<file path="src/rtl/fetch_stage.sv">
// Instruction-fetch stage: owns the PC, drives the instruction-memory address
// and registers the fetched word into the IF/ID pipeline register.
module fetch_stage #(
   parameter logic [31:0] RESET_PC = 32'h0000_0000
) (
   input  logic        clk,
   input  logic        rst,
   input  logic        stall,
   input  logic        redirect_valid,
   input  logic [31:0] redirect_pc,
   output logic [31:0] imem_addr,
   input  logic [31:0] imem_rdata,
   output logic        id_valid,
   output logic [31:0] id_pc,
   output logic [31:0] id_pc_plus4,
   output logic [31:0] id_instr,
   output logic        id_adel,
   output logic [31:0] fetch_count
);

   localparam int unsigned XLEN = 32;
   localparam logic [XLEN-1:0] NOP = '0;

   logic [XLEN-1:0] pc_q, pc_d;
   logic            id_valid_q, id_valid_d;
   logic [XLEN-1:0] id_pc_q, id_pc_d;
   logic [XLEN-1:0] id_pc_plus4_q, id_pc_plus4_d;
   logic [XLEN-1:0] id_instr_q, id_instr_d;
   logic            id_adel_q, id_adel_d;
   logic [XLEN-1:0] fetch_count_q, fetch_count_d;

   logic [XLEN-1:0] pc_plus4;
   logic            pc_misaligned;

   assign pc_plus4      = pc_q + XLEN'(4);
   assign pc_misaligned = (pc_q[1:0] != 2'b00);

   // Redirect beats stall; a misaligned PC keeps advancing and delivers flagged NOPs.
   always_comb begin
      pc_d          = pc_q;
      id_valid_d    = id_valid_q;
      id_pc_d       = id_pc_q;
      id_pc_plus4_d = id_pc_plus4_q;
      id_instr_d    = id_instr_q;
      id_adel_d     = id_adel_q;
      fetch_count_d = fetch_count_q;
      if (redirect_valid) begin
         pc_d       = redirect_pc;
         id_valid_d = 1'b0;
         id_instr_d = NOP;
         id_adel_d  = 1'b0;
      end else if (!stall) begin
         pc_d          = pc_plus4;
         id_valid_d    = 1'b1;
         id_pc_d       = pc_q;
         id_pc_plus4_d = pc_plus4;
         id_adel_d     = pc_misaligned;
         id_instr_d    = pc_misaligned ? NOP : imem_rdata;
         fetch_count_d = fetch_count_q + XLEN'(1);
      end
   end

   always_ff @(posedge clk or posedge rst) begin
      if (rst) begin
         pc_q          <= RESET_PC;
         id_valid_q    <= 1'b0;
         id_pc_q       <= '0;
         id_pc_plus4_q <= '0;
         id_instr_q    <= '0;
         id_adel_q     <= 1'b0;
         fetch_count_q <= '0;
      end else begin
         pc_q          <= pc_d;
         id_valid_q    <= id_valid_d;
         id_pc_q       <= id_pc_d;
         id_pc_plus4_q <= id_pc_plus4_d;
         id_instr_q    <= id_instr_d;
         id_adel_q     <= id_adel_d;
         fetch_count_q <= fetch_count_d;
      end
   end

   assign imem_addr   = pc_q;
   assign id_valid    = id_valid_q;
   assign id_pc       = id_pc_q;
   assign id_pc_plus4 = id_pc_plus4_q;
   assign id_instr    = id_instr_q;
   assign id_adel     = id_adel_q;
   assign fetch_count = fetch_count_q;

endmodule

</file>
<file path="config.mk">
export PLATFORM = sky130hd
export DESIGN_NAME = fetch_stage
export DESIGN_NICKNAME = d
export VERILOG_FILES = /design/src/rtl/fetch_stage.sv
export SDC_FILE = /design/constraint.sdc
export NUM_CORES = 1
export LEC_CHECK = 0
export BUFFER_PORTS_ARGS = -buffer_cell sky130_fd_sc_hd__buf_2
export CAP_MARGIN = 20
export CELL_PAD_IN_SITES_DETAIL_PLACEMENT = 2
export CELL_PAD_IN_SITES_GLOBAL_PLACEMENT = 2
export CORE_MARGIN = 8
export CORE_UTILIZATION = 34
export CTS_BUF_LIST = sky130_fd_sc_hd__clkbuf_8
export CTS_CLUSTER_DIAMETER = 40
export DETAILED_ROUTE_END_ITERATION = 12
export PLACE_DENSITY = 0.95
export SETUP_SLACK_MARGIN = 0.02
export SLEW_MARGIN = 20
export SYNTH_ARGS = -nofsm -noshare
export SYNTH_HDL_FRONTEND = slang
export SYNTH_SLANG_ARGS = --single-unit
</file>
<file path="constraint.sdc">
create_clock -name clk -period 7.6 [get_ports clk]
set_input_delay 1.14 -clock clk [delete_from_list [all_inputs] [get_ports clk]]
set_output_delay 1.14 -clock clk [all_outputs]
set_load 0.02 [all_outputs]
</file>
==> run metrics <==
pin count of the biggest net entering global routing=98; crit path max-delay cell type=inv_1; most common cell after layout, fill and taps aside=buf_2; Avg Synthesized Cell Area=9.941 µm²; most frequent cells in the layout=229 x buf_2, 160 x dfrtp_1, 153 x nand2_1; Vias/cell=5.362; RSZ-0062 raised after global routing=no; Top delay family on crit path=buffers and inverters; Multi-input gate area=2995 µm²; # port buffers=229; crit path cell chain=buf_2 -> buf_4 -> inv_1 -> nand2_2 -> nor3_2 -> buf_4 -> a22o_1; CP Capture Type=flip-flop; die area=26,210 µm²; first-pass GRT wire length=43,270 µm; Post-synth EDFFs=0; Via Count=6,520; Fin. Hold Viols=0; Storage cell area=4004 µm²; Core ar.=20,960 µm²; async set-reset flop share out of synthesis=100.0%; Slew Limit Fails=0; total track usage=20.80%; worst vdd ir=0.09842 mV; FF+latch count, synth=160; Worst setup SP type=input port; depth of the most critical reg-to-reg path=4; clock latency on the worst-skew pair=450 ps; clock skew=16.98 ps; worst-path fanout max=42; CTS H-tree lvls=4; fraction of layout cells with a size suffix above 1=30.29%; Synth area leader=dfrtp_1; Fin Setup TNS=0 ps; final setup vio count=0; Resize count post-CTS=0; min Tclk post-route=3352 ps; critical path data arrival time=3730 ps; setup bufs post-CTS=0; cts bufs inserted=17; dpl ws=3738 ps; CP most frequent cell=buf_4; post-DP HPWL=19,790 µm; Clock Tree Root=clkbuf_8; hold buffers post-CTS=0; WP data required=7970 ps; drt drc=0; slew of the pin with the lowest slew margin=1006 ps; CTS tree=done; Synth Cell Area=7237 µm²; DR WL/cell=22.50 µm; Worst-path clk slew=90 ps; final setup margin=4248 ps; GP Congestion=0.7874; Yosys top cell area share=55.33%; WL final=27,350 µm; nets=998; Lkg Pwr=4.303 nW; Final Total Pwr=2.100 mW; Initial Util=34.54%; antenna cells=0; # rows=53; Die Y=161.9 µm; FMAX=298.4 MHz; CP max stage delay=790 ps; hold path cells=2; dominant synthesized flop cell=dfrtp_1; Mapped Cells=728; P&R area growth vs syn=23.74%; outcome=completed; register area share after synthesis=55.33%; antenna violations before repair=2; clk sinks=160; Top-Level Pins=230; number of global-route vias before repair=7,303; largest cells by area after synthesis=dfrtp_1 55%, nand2_1 8.0%, xnor2_1 5.4%; Hold Path End=id_pc_plus4[3]; total gr overflow=0; Synth cell types=48; CP Class=in2reg; ANT nets after route=0; r2r startpoint=imem_addr[2]; number of DRC markers in iteration 0=287; WP buf/inv=4; Tcrit/Tclk final=44.10%; Pre-Repair DR Iteration Count=5; syn_nets=798; flop2flop setup slack=4840 ps; Worst Hold Class=reg2reg; pwr dens=234.5 nW/µm²; RR Endpoint=id_pc_plus4[27]; Max Root-Sink Buffers=2; synth warn=0; Filler cells=2,322; Worst slew margin=32.85%; worst hold start=id_pc_plus4[3]; Max-Cap Viols=0; Die W=161.9 µm
-- report_power, final --
part / leakage (nW) / switching (mW) / total, mW / internal (mW)
sequential: 2.03 / 0.0997 / 1.03 / 0.935
clock: 0.191 / 0.367 / 0.646 / 0.279
combinational: 2.08 / 0.280 / 0.419 / 0.139
-- metal layers --
| metal | vias up | track usage [%] | part of all wire [%] |
|---|---|---|---|
| li1 | 2953 | - | - |
| met1 | 3322 | 25.77 | 42 |
| met2 | 207 | 34.99 | 50 |
| met3 | 34 | 5.695 | 6.5 |
| met4 | 4 | 5.724 | 1.7 |
| met5 | - | 0 | 0.058 |
-- cells in the mapped netlist (all sizes together) (4+ instances only) --
master  number
nand3       19
nand2      154
a22o        33
buf         16
or4         10
a31oi       26
o41ai        5
or2          5
nor2        44
and4         6
inv          5
clkbuf      38
nor4        10
dfrtp      160
o21ai       42
xnor2       45
xor2        12
or3         15
nand4       25
nand4b       4
nor3        15
and3         4
o31ai        8
-- worst max path at each step --
| stage | startpoint | endpoint | slack (ps) | cells past startpoint |
|---|---|---|---|---|
| after floorplan | rst | fetch_count[0] | 2140 | 1 |
| after global placement | redirect_valid | id_instr[8] | 3910 | 7 |
| after detailed placement | redirect_valid | id_instr[20] | 3740 | 7 |
| after CTS | redirect_valid | id_instr[19] | 4230 | 7 |
| after global routing | redirect_valid | id_instr[26] | 4010 | 7 |
| final | redirect_valid | id_instr[26] | 4250 | 7 |
-- per-stage QoR --
stage	area (µm²)	cells	util, %	hold slack, ps
after floorplan	7237	728	-	496.0
after global placement	8562	1184	40.86	452.9
after detailed placement	8562	1184	40.86	461.1
after CTS	8955	1216	42.73	484.3
after global routing	8955	1216	42.73	498.5
final	8955	1216	42.73	479.7
-- sequential cells by signal (all words and copies together) (netlist names) --
register     cells
fetch_count     32
id_instr        32
id_valid         1
id_pc_plus4     30
imem_addr       32
id_pc           32
id_adel          1
-- logic make-up after synthesis --
family,count (synthesis),share of synthesized area [%]
DFF,160,55.33
xor gates and xnor gates,57,6.898
AOI/OAI and AO/OA,123,11.58
adders and majority gates,2,0.3457
and+or+nand+nor,323,21.87
muxes,3,0.4495
buffers and inverters,60,3.527
-- worst register-to-register path: stages, from the launching register on --
cell     delay [ps]
dfrtp_1         620
nand3_1         340
or4_1           910
or4_1           620
a31oi_1         200
-- area by class of cell --
cell class / instances / area share [%]
Multi-Input combinational cell: 508 / 33.45
Clock buffer: 18 / 2.767
Inverter: 6 / 0.3074
Tap cell: 275 / 3.842
Sequential cell: 160 / 44.71
Timing Repair Buffer: 235 / 13.30
Clock inverter: 14 / 1.621
No activity file was read; power rests on OpenSTA's default activity.
